[src/rtl/fetch_pc_if.sv]
// Fetch-PC request bus between the PC generator (master) and the fetch stage (slave).
// With PC_ADDR_EXC_EN defined the bus also carries the addr_exc flag.
interface fetch_pc_if #(
   parameter int ADDR_WIDTH  = 32,
   parameter int FETCH_WIDTH = 2
);
   localparam int CW = $clog2(FETCH_WIDTH) + 1;

   logic                  flush;
   logic [ADDR_WIDTH-1:0] flush_pc;
   logic                  redirect;
   logic [ADDR_WIDTH-1:0] redirect_pc;
   logic                  pred_taken;
   logic [ADDR_WIDTH-1:0] pred_pc;
   logic                  halt;
   logic                  ready;
   logic                  valid;
   logic [ADDR_WIDTH-1:0] pc_out;
   logic [CW-1:0]         fetch_count;
`ifdef PC_ADDR_EXC_EN
   logic                  addr_exc;

   modport master (
      input  flush, flush_pc, redirect, redirect_pc, pred_taken, pred_pc, halt, ready,
      output valid, pc_out, fetch_count, addr_exc
   );
   modport slave (
      output flush, flush_pc, redirect, redirect_pc, pred_taken, pred_pc, halt, ready,
      input  valid, pc_out, fetch_count, addr_exc
   );
`else
   modport master (
      input  flush, flush_pc, redirect, redirect_pc, pred_taken, pred_pc, halt, ready,
      output valid, pc_out, fetch_count
   );
   modport slave (
      output flush, flush_pc, redirect, redirect_pc, pred_taken, pred_pc, halt, ready,
      input  valid, pc_out, fetch_count
   );
`endif
endinterface

[src/rtl/fetch_pc_gen.sv]
// Front-end PC generator: flush > redirect > predictor > sequential next-PC selection.
// PC_ADDR_EXC_EN keeps misaligned targets and flags them on addr_exc instead of aligning.
//
// state   | meaning
// S_RESET | held in reset, valid=0, pc=INIT_PC
// S_RUN   | pc_out is a live fetch request
// S_HALT  | waiting for flush/redirect, valid=0
module fetch_pc_gen #(
   parameter int                    ADDR_WIDTH  = 32,
   parameter logic [ADDR_WIDTH-1:0] INIT_PC     = ADDR_WIDTH'(32'hbfc0_0000),
   parameter int                    FETCH_WIDTH = 2
) (
   input  logic       clk,
   input  logic       rst,
   fetch_pc_if.master bus
);
   localparam int CW    = $clog2(FETCH_WIDTH) + 1;
   localparam int LOG_G = $clog2(FETCH_WIDTH) + 2;
   localparam logic [ADDR_WIDTH-1:0] G_BYTES    = ADDR_WIDTH'(FETCH_WIDTH * 4);
   localparam logic [ADDR_WIDTH-1:0] BASE_MASK  = {ADDR_WIDTH{1'b1}} << LOG_G;
`ifdef PC_ADDR_EXC_EN
   localparam logic [ADDR_WIDTH-1:0] ALIGN_MASK = {ADDR_WIDTH{1'b1}};
`else
   localparam logic [ADDR_WIDTH-1:0] ALIGN_MASK = {ADDR_WIDTH{1'b1}} << 2;
`endif

   typedef enum logic [1:0] {S_RESET, S_RUN, S_HALT} state_t;

   state_t                r_state;
   state_t                w_state_nxt;
   logic [ADDR_WIDTH-1:0] r_pc;
   logic [ADDR_WIDTH-1:0] w_pc_nxt;
   logic [ADDR_WIDTH-1:0] w_seq_pc;
   logic [LOG_G-1:0]      w_low;
   logic [CW-1:0]         w_off;
   logic                  w_fire;
   logic                  w_jump;

   assign w_fire   = (r_state == S_RUN) && bus.ready;
   assign w_jump   = bus.flush || bus.redirect;
   // Wraps naturally at the top of the address space.
   assign w_seq_pc = (r_pc & BASE_MASK) + G_BYTES;
   assign w_low    = r_pc[LOG_G-1:0];
   assign w_off    = CW'(w_low >> 2);

   always_ff @(posedge clk) begin
      if (!rst) r_state <= S_RESET;
      else      r_state <= w_state_nxt;
   end

   always_comb begin
      w_state_nxt = r_state;
      case (r_state)
         S_RESET: w_state_nxt = S_RUN;
         S_RUN: begin
            if (w_jump)                 w_state_nxt = S_RUN;
            else if (w_fire && bus.halt) w_state_nxt = S_HALT;
         end
         S_HALT:  if (w_jump) w_state_nxt = S_RUN;
         default: w_state_nxt = S_RESET;
      endcase
   end

   always_comb begin
      w_pc_nxt = r_pc;
      if (bus.flush)                      w_pc_nxt = bus.flush_pc & ALIGN_MASK;
      else if (bus.redirect)              w_pc_nxt = bus.redirect_pc & ALIGN_MASK;
      else if (w_fire && bus.pred_taken)  w_pc_nxt = bus.pred_pc & ALIGN_MASK;
      else if (w_fire)                    w_pc_nxt = w_seq_pc;
   end

   always_ff @(posedge clk) begin
      if (!rst) r_pc <= INIT_PC;
      else      r_pc <= w_pc_nxt;
   end

`ifdef PC_ADDR_EXC_EN
   logic r_addr_exc;

   // Sequential advance always lands aligned, so any load re-evaluates the flag.
   always_ff @(posedge clk) begin
      if (!rst)                r_addr_exc <= 1'b0;
      else if (w_jump || w_fire) r_addr_exc <= |w_pc_nxt[1:0];
   end
`endif

   always_comb begin
      bus.valid       = (r_state == S_RUN);
      bus.pc_out      = r_pc;
      bus.fetch_count = CW'(FETCH_WIDTH) - w_off;
`ifdef PC_ADDR_EXC_EN
      bus.addr_exc    = r_addr_exc;
      if (r_addr_exc) bus.fetch_count = CW'(1);
`endif
   end
endmodule
[src/flat_wrapper.sv]
// flat-port wrapper written by rule: the top's interface ports become plain ports
module fetch_pc_gen_flat 
#(
   parameter int                    ADDR_WIDTH  = 32,
   parameter logic [ADDR_WIDTH-1:0] INIT_PC     = ADDR_WIDTH'(32'hbfc0_0000),
   parameter int                    FETCH_WIDTH = 2
)
  (clk, rst, bus_flush, bus_flush_pc, bus_redirect, bus_redirect_pc, bus_pred_taken, bus_pred_pc, bus_halt, bus_ready, bus_valid, bus_pc_out, bus_fetch_count);
  fetch_pc_if #(.ADDR_WIDTH(ADDR_WIDTH), .FETCH_WIDTH(FETCH_WIDTH)) bus_i ();
  input  logic clk;
  input  logic rst;
  input wire logic [$bits(bus_i.flush)-1:0] bus_flush;
  input wire logic [$bits(bus_i.flush_pc)-1:0] bus_flush_pc;
  input wire logic [$bits(bus_i.redirect)-1:0] bus_redirect;
  input wire logic [$bits(bus_i.redirect_pc)-1:0] bus_redirect_pc;
  input wire logic [$bits(bus_i.pred_taken)-1:0] bus_pred_taken;
  input wire logic [$bits(bus_i.pred_pc)-1:0] bus_pred_pc;
  input wire logic [$bits(bus_i.halt)-1:0] bus_halt;
  input wire logic [$bits(bus_i.ready)-1:0] bus_ready;
  output wire logic [$bits(bus_i.valid)-1:0] bus_valid;
  output wire logic [$bits(bus_i.pc_out)-1:0] bus_pc_out;
  output wire logic [$bits(bus_i.fetch_count)-1:0] bus_fetch_count;
  assign bus_i.flush = bus_flush;
  assign bus_i.flush_pc = bus_flush_pc;
  assign bus_i.redirect = bus_redirect;
  assign bus_i.redirect_pc = bus_redirect_pc;
  assign bus_i.pred_taken = bus_pred_taken;
  assign bus_i.pred_pc = bus_pred_pc;
  assign bus_i.halt = bus_halt;
  assign bus_i.ready = bus_ready;
  assign bus_valid = bus_i.valid;
  assign bus_pc_out = bus_i.pc_out;
  assign bus_fetch_count = bus_i.fetch_count;
  fetch_pc_gen #(.ADDR_WIDTH(ADDR_WIDTH), .INIT_PC(INIT_PC), .FETCH_WIDTH(FETCH_WIDTH)) u_core (.clk(clk), .rst(rst), .bus(bus_i));
endmodule
[config.mk]
export PLATFORM = sky130hd
export DESIGN_NAME = fetch_pc_gen_flat
export DESIGN_NICKNAME = d
export VERILOG_FILES = /design/src/rtl/fetch_pc_if.sv /design/src/rtl/fetch_pc_gen.sv /design/src/flat_wrapper.sv
export SDC_FILE = /design/constraint.sdc
export NUM_CORES = 1
export LEC_CHECK = 0
export ABC_CLOCK_PERIOD_IN_PS = 5000
export CAP_MARGIN = 20
export CORE_ASPECT_RATIO = 1.25
export CORE_MARGIN = 3
export CORE_UTILIZATION = 43
export CTS_CLUSTER_SIZE = 30
export DETAILED_ROUTE_END_ITERATION = 16
export HOLD_SLACK_MARGIN = 0.06
export PLACE_DENSITY = 0.87
export SLEW_MARGIN = 20
export SYNTH_ARGS = -nofsm -noshare
export SYNTH_HDL_FRONTEND = slang
export SYNTH_SLANG_ARGS = --single-unit
[constraint.sdc]
create_clock -name clk -period 5 [get_ports clk]
set_input_delay 1.5 -clock clk [delete_from_list [all_inputs] [get_ports clk]]
set_output_delay 1.5 -clock clk [all_outputs]
set_load 0.01 [all_outputs]
# --- Word level (Yosys, flattened, before mapping) ---
# Index checks and enable logic that the tools add are counted.
op_classes:
  mul: 0
  n_lt_le_gt_ge: 0
  div_mod_pow: 0
  eq_ne: 4
  muxes: 8
  addsub: 2
  shifts: 0
  n_bitwise: 1
  reduce_logical: 8
op_table:
  columns: ["cell", "count"]
  rows:
  - ["$mux W32", 4]
  - ["$add A32 B4 Y32 const B", 1]
  - ["$mux W2", 3]
  - ["$pmux W2 S3", 1]
  - ["$reduce_bool A4 Y1", 1]
  - ["$reduce_or A4 Y1", 1]
  - ["$logic_and A1 B1 Y1", 3]
  - ["$ne A3 B1 Y1 const B", 1]
  - ["$eq A2 B1 Y1 const B", 1]
  - ["$eq A2 B2 Y1 const B", 1]
  - ["$logic_not A2 Y1", 1]
  - ["$ne A2 B1 Y1 const B", 1]
  - ["$reduce_and A2 Y1", 1]
  - ["$sub A2 B1 Y2 const A", 1]
  - ["$logic_or A1 B1 Y1", 1]
  - ["$not A1 Y1", 1]
word_totals:
  wordCells: 26
  mem_bits_ro: 0
  mem_bits_rw: 0
  mem_count: 0
  latch_bits: 0
  regBits: 34

# --- Depth between registers and ports, before layout ---
logic_depth:
  depth_word: 6
  depth_mapped: 8

# --- Least setup slack after synthesis ---
# Ideal clock, no wire load.
synth_timing:
  path_kind: "input port to flip-flop"
  from: "input port bus_redirect"
  to: "register u_core.r_pc[15], in the netlist u_core.bus.pc_out[15]"
  slack_ps: 2110
  n_path_buf: 1
  path_stages: 6
  t_required_ps: 4877
  arrival_time_ps: 2767
  path_cell_list: "clkbuf_1 clkinv_1 a21oi_1 o21ai_0 a221oi_1 nor2_1"
synth_via:
  elab_chain_cells: 2
  word_cells_on_any_way: 3
  cone_classes: "mux (2); reduce/logical (1)"
synth_lines:
  columns: ["element", "line", "source"]
  rows:
  - ["start, declared", "flat_wrapper.sv:14", "input wire logic [$bits(bus_i.redirect)-1:0] bus_redirect;"]
  - ["$mux W32", "fetch_pc_gen.sv:67", "else if (bus.redirect) w_pc_nxt = bus.redirect_pc & ALIGN_MASK;"]
  - ["$mux W32", "fetch_pc_gen.sv:66", "if (bus.flush) w_pc_nxt = bus.flush_pc & ALIGN_MASK;"]
  - ["end signal, assigned", "fetch_pc_gen.sv:74", "else r_pc <= w_pc_nxt;"]
  - ["end, declared", "fetch_pc_gen.sv:31", "logic [ADDR_WIDTH-1:0] r_pc;"]
# Several ways; a longest one is shown, not always the timed one.
# A chain may end at the register's enable or synchronous reset.

# --- Final worst setup path ---
layout_timing:
  from: "input port bus_ready"
  to: "register u_core.r_pc[27], in the netlist u_core.bus.pc_out[27]"
layout_via:
  elab_chain_cells: 5
  word_cells_on_any_way: 6
  cone_classes: "mux (3); reduce/logical (3)"
layout_lines:
  columns: ["element", "line", "source"]
  rows:
  - ["start, declared", "flat_wrapper.sv:19", "input wire logic [$bits(bus_i.ready)-1:0] bus_ready;"]
  - ["$logic_and A1 B1 Y1 (*)", "fetch_pc_gen.sv:39", "assign w_fire = (r_state == S_RUN) && bus.ready;"]
  - ["$logic_and A1 B1 Y1", "fetch_pc_gen.sv:68", "else if (w_fire && bus.pred_taken) w_pc_nxt = bus.pred_pc & ALIGN_MASK;"]
  - ["$mux W32", "fetch_pc_gen.sv:68", null]
  - ["$mux W32", "fetch_pc_gen.sv:67", null]
  - ["$mux W32", "fetch_pc_gen.sv:66", null]
# Mark *: on every way between the ends. The rest lies on a longest branch, timed or not.

==> impl_metrics.tcl <==
set metrics [dict create \
    status "completed" \
    synth_cells 337 \
    synth_edf_count 0 \
    post_cts_buffers 0 \
    total_leakage_power_nw 1.441 \
    cts_resized 0 \
    grt_max_degree 28 \
    reg2reg_setup_slack_ps 2290 \
    syn_area_mm2 0.002602 \
    area_growth_syn_to_layout_pct 55.05 \
    start_util 0.4473 \
    path_clk_slew_ps 80 \
    numCtsBuffers 5 \
    synth.ff_latch_count 32 \
    dp_cells 517 \
    period_needed_ps 3981 \
    drc 0 \
    htreeDepth 2 \
    synth.top_cell.area_share 0.2462 \
    track_usage 0.2839 \
    row_count 31 \
    viasPerCell 6.419 \
    timing.max_cap.violations 0 \
    place.port_buffers 129 \
    hpwl_mm 7.303 \
    cts_root_buf "clkbuf_8" \
    setup_viol 0 \
    cp-end-kind "register" \
    final_cell_count_no_fill 525 \
    finClkSkew_ps 7.620 \
    antenna_found_initial 0 \
    antenna_cells 0 \
    die-area_mm2 0.007028 \
    ant_nets 0 \
    p_per_area_mw_per_mm2 198.9 \
    worstSetupPathType "input port to register" \
    synth_flop_cell "dfxtp_1" \
    ios 138 \
    yosys-top-cells-area "dfxtp_1, a21oi_1, o21ai_0" \
    ys_seq_area_frac 0.2462 \
    num_vias 3370 \
    core_mm2 0.005818 \
    yosys.cell_count.top_type "dfxtp_1" \
    synthArstFlopShare 0 \
    drt_pass1_iterations 5 \
    synth_common_cells "dfxtp_1, nand2_1, a21oi_1" \
    cts_num_sinks 32 \
    critPathMaxFanout 14 \
    grt_first_pass_wirelength_mm 15.64 \
    rsz0062_at_grt "false" \
    layout-drive-gt1-share 0.07190 \
    die_y_um 92.98 \
    syn_area_per_cell_um2 7.723 \
    hold_path_depth 2 \
    finalHoldViolCount 0 \
    worstHoldStart "u_core.bus.pc_out[20]$_SDFFE_PN0P_" \
    holdWs_ps 508.5 \
    cts_buffer_depth 2 \
    cts_tree "yes" \
    clk_latency_ps 300 \
    reg2reg_from "u_core.r_state[1]$_SDFFE_PN0P_" \
    r2r-end "u_core.bus.pc_out[27]$_SDFFE_PN1P_" \
    cp.required_ps 5230 \
    peakVddDrop_uv 138.3 \
    holdBufCountCts 0 \
    grt_pass1_vias 3321 \
    critPathArrivalTime_ps 4210 \
    yosys.area.top_type "dfxtp_1" \
    worst_pin_slew_ps 1050 \
    hold_path_end "u_core.bus.pc_out[20]$_SDFFE_PN0P_" \
    startpoint_type "input port" \
    drtIter0Drc 366 \
    nets 562 \
    startpoint "bus_ready" \
    worst-r2r-cell-count 5 \
    fmax_ghz 0.2512 \
    wirelength_mm 10.22 \
    min_path_type "register to register" \
    fillers 498 \
    avgRoutedWirePerCell_um 19.46 \
    die_x_um 75.59 \
    ys_warn_count 0 \
    setup-tns-final_ps 0 \
    fin_crit_sh 0.7962 \
    maxSlewHeadroom 0.2972 \
    yosys.cell_types.count 68 \
    place.gp.congestion 0.9134 \
    drv_slew 0 \
    overflow 0 \
]
[power breakdown]
group	switching, mW	leakage, nW	total [mW]	internal [mW]
registers	0.0356	0.266	0.312	0.276
clock network	0.108	0.0510	0.218	0.110
logic	0.114	1.12	0.273	0.159
[worst max path at each step]
stage | to | slack, ps | cells past startpoint
global placement | u_core.bus.pc_out[27]$_SDFFE_PN1P_ | 810 | 6
detailed placement | u_core.bus.pc_out[27]$_SDFFE_PN1P_ | 770 | 6
CTS | u_core.bus.pc_out[27]$_SDFFE_PN1P_ | 1060 | 6
global route | u_core.bus.pc_out[27]$_SDFFE_PN1P_ | 880 | 6
floorplan | u_core.bus.pc_out[15]$_SDFFE_PN0P_ | 2110 | 6
finish | u_core.bus.pc_out[27]$_SDFFE_PN1P_ | 1020 | 6
[cell usage in the layout (no fill, tap or decap), types with 3 or more instances in the layout]
master / instances
clkdlybuf4s50_1: 129
dfxtp_1: 32
nand2_1: 26
a21oi_1: 25
o21ai_0: 23
nand3_1: 17
nor2_1: 15
a221oi_1: 11
nand4_1: 10
buf_4: 10
nand2b_1: 9
nor3_1: 9
xnor2_1: 9
inv_1: 8
a221o_1: 8
and3_1: 6
xor2_1: 6
clkbuf_8: 6
a211oi_1: 5
o21a_1: 4
nor4_1: 4
o221a_2: 4
a31oi_1: 4
o211ai_1: 4
nand4b_1: 3
o41ai_1: 3
or3_1: 3
a222oi_1: 3
o221ai_1: 3
nor3b_1: 3
mux2i_1: 3
o2111ai_1: 3
a22oi_1: 3
o22ai_1: 3
[worst max-delay path: stages]
cell	delay [ps]
clkdlybuf4s50_1	500
and4b_1	420
nor2_1	880
nand2_1	270
or4b_1	550
nand3_1	90
[flip-flops by register name (all words and copies together) (netlist names)]
| register | count |
|---|---|
| u_core.bus.pc_out | 30 |
| u_core.r_state | 2 |
[per-layer routing]
metal	part of all wire	vias to the layer above	global-route usage
li1	-	1558	-
met1	0.39	1606	0.3441
met2	0.50	185	0.4762
met3	0.083	21	0.06129
met4	0.024	0	0.1122
met5	0	-	0
[through the flow]
stage	power, mW	utilization	area (µm²)	worst slack [ps]
6_report	0.8025	0.6935	4035	1019
3_3_place_gp	0.5792	0.6776	3943	812.8
4_1_cts	0.7975	0.6935	4035	1059
3_5_place_dp	0.5848	0.6776	3943	768.8
5_1_grt	0.8319	0.6935	4035	878.8
2_1_floorplan	0.4281	-	2606	2110
[cells by family (layout without fill, tap and decap cells)]
group / after synthesis / in the layout / share of synthesized area
AND/OR/NAND/NOR: 124 / 124 / 0.2726
AO/OA/AOI/OAI: 123 / 123 / 0.3404
buffers and inverters: 35 / 156 / 0.05817
flip-flops: 32 / 32 / 0.2462
XOR/XNOR: 15 / 15 / 0.05048
multiplexers: 6 / 6 / 0.02596
adder cells (fa/ha/maj): 1 / 1 / 0.004807
other: 1 / 2 / 0.001441
[final cells by class]
class,count,area (µm²),area share
clock inverters,2,10.01,0.002481
flip-flops and latches,32,640.6,0.1588
repair buffers,139,1366,0.3386
multi-input cells,271,1819,0.4509
well taps,66,82.58,0.02047
clock buffers,6,82.58,0.02047
inverters,9,33.78,0.008372
Power figures use the tool's default switching activity.
==> patch, RTL diff (config.mk and constraints unchanged) <==
`FETCH_WIDTH` is set to 2 in 3 places; all go to 4.
--- a/src/rtl/fetch_pc_if.sv
+++ b/src/rtl/fetch_pc_if.sv
@@ -2,7 +2,7 @@
 // With PC_ADDR_EXC_EN defined the bus also carries the addr_exc flag.
 interface fetch_pc_if #(
    parameter int ADDR_WIDTH  = 32,
-   parameter int FETCH_WIDTH = 2
+   parameter int FETCH_WIDTH = 4
 );
    localparam int CW = $clog2(FETCH_WIDTH) + 1;
 
--- a/src/rtl/fetch_pc_gen.sv
+++ b/src/rtl/fetch_pc_gen.sv
@@ -8,7 +8,7 @@
 module fetch_pc_gen #(
    parameter int                    ADDR_WIDTH  = 32,
    parameter logic [ADDR_WIDTH-1:0] INIT_PC     = ADDR_WIDTH'(32'hbfc0_0000),
-   parameter int                    FETCH_WIDTH = 2
+   parameter int                    FETCH_WIDTH = 4
 ) (
    input  logic       clk,
    input  logic       rst,
--- a/src/flat_wrapper.sv
+++ b/src/flat_wrapper.sv
@@ -3,7 +3,7 @@
 #(
    parameter int                    ADDR_WIDTH  = 32,
    parameter logic [ADDR_WIDTH-1:0] INIT_PC     = ADDR_WIDTH'(32'hbfc0_0000),
-   parameter int                    FETCH_WIDTH = 2
+   parameter int                    FETCH_WIDTH = 4
 )
   (clk, rst, bus_flush, bus_flush_pc, bus_redirect, bus_redirect_pc, bus_pred_taken, bus_pred_pc, bus_halt, bus_ready, bus_valid, bus_pc_out, bus_fetch_count);
   fetch_pc_if #(.ADDR_WIDTH(ADDR_WIDTH), .FETCH_WIDTH(FETCH_WIDTH)) bus_i ();
Interface: changed (resized bus_fetch_count); port bits go from 138 to 139. The function was not compared with the original's and may differ.
==> patch against the original RTL <==
  * Wire length is essentially flat
  * Global-route usage increased by 0.97 points
  * Setup slack improved by 0.097 ns
  * Sequential power about the same
  * Sequential cell count unchanged
  * Synthesized area decreased by 1.1%
  * Largest cell class unchanged
  * Highest routed layer unchanged
  * Power rose by 4.4%
  * Combinational power shrank 1%
  * Final area decreased by 1.3%
  * Register-to-register slack gained 0.47 ns
  * Sequential share of layout area up 0.20 points
  * Count of clock-buffer cells in the layout unchanged
  * Clock power is 19% higher
==> patch: results (changes against the original RTL) <==
| Metric | Value |
|---|---|
| Vias in the first global route | 3391 (+2.1%) |
| Number of DRC markers in iteration 0 | 353 (-3.6%) |
| Crit Path Max Fanout | 19 (+5) |
| Fill cells | 454 (-8.8%) |
| Peak VDD IR | 0.133 mV (-3.9%) |
| Status | finished clean |
| Clock skew | 0.00973 ns (+0.00211 ns) |
| Leak | 0.00146 uW (+1.5%) |
| First-pass GRT wire length | 15.9 mm (+1.9%) |
| Multi-input gate share of total cell area | 44.0% (-1.1 points) |
| Seq/total area | 16.1% (+0.20 points) |
| Gpl congestion | 0.897 (-1.8%) |
| Final net count | 566 (+0.71%) |
| Cells after Synth | 340 (+0.89%) |
| Num tapcells | 64 (-3.0%) |
| Dpl cells | 518 (+0.19%) |
| Buffers, non-clock | 138 (-0.72%) |
| NonClk Buf Share | 34.2% (+0.31 points) |
| Seq Cell Count | 32 (unchanged) |
| Inverters | 11 (+2) |
| Distinct cells, synth | 65 (-4.4%) |
| Port bufs | 130 (+0.78%) |
| Yosys top cell area share | 24.9% (+0.28 points) |
| Pin count of the biggest net entering global routing | 24 (-14%) |
| Crit-path max cell delay | 0.75 ns (-0.13 ns) |
## patch: logic make-up after synthesis
group | Yosys count | share of synthesized area, %
buffers and inverters | 36 | 7.15
XOR/XNOR | 14 | 4.76
AO/OA/AOI/OAI | 114 | 32.1
other | 1 | 0.146
flip-flops | 32 | 24.9
AND/OR/NAND/NOR | 136 | 28.0
adder cells (fa/ha/maj) | 2 | 0.972
multiplexers | 5 | 1.94
## patch: worst max-delay path, delay by kind of cell
kind,cells,cell delay (ns)
and+or+nand+nor,2,0.37
buffers and inverters,3,1.59
AOI/OAI and AO/OA,2,0.59
## patch: final timing paths
path / from / to / slack, ns / depth (start not counted)
worst max-delay path: bus_redirect / u_core.bus.pc_out[19] / 1.12 / 7
worst min-delay path: u_core.bus.pc_out[30] / u_core.bus.pc_out[30] / 0.56 / 2
worst max register to register: u_core.bus.pc_out[4] / u_core.bus.pc_out[22] / 2.76 / 6
worst min register to register: u_core.bus.pc_out[30] / u_core.bus.pc_out[30] / 0.56 / 2
## patch: power by group
part           total (uW)  switching (uW)  leakage, uW  internal, uW
clock                 259             111    0.0000552           148
combinational         269             113      0.00114           156
sequential            311            34.7     0.000266           276
total                 838             258      0.00146           580
## patch: per-layer routing
layer	share of wire, %	track usage, %	wire length, um	up-vias
met4	3.4	15.0	352	0
met3	11	6.19	1120	44
met1	38	35.5	3930	1552
met5	0	0	0	-
li1	-	-	-	1543
met2	47	47.7	4820	245
## patch: metrics by stage
step	power, uW	setup slack (ns)
5_1_grt	870	1.06
3_3_place_gp	573	0.990
2_1_floorplan	425	2.15
3_5_place_dp	580	0.856
4_1_cts	834	1.20
6_report	838	1.12
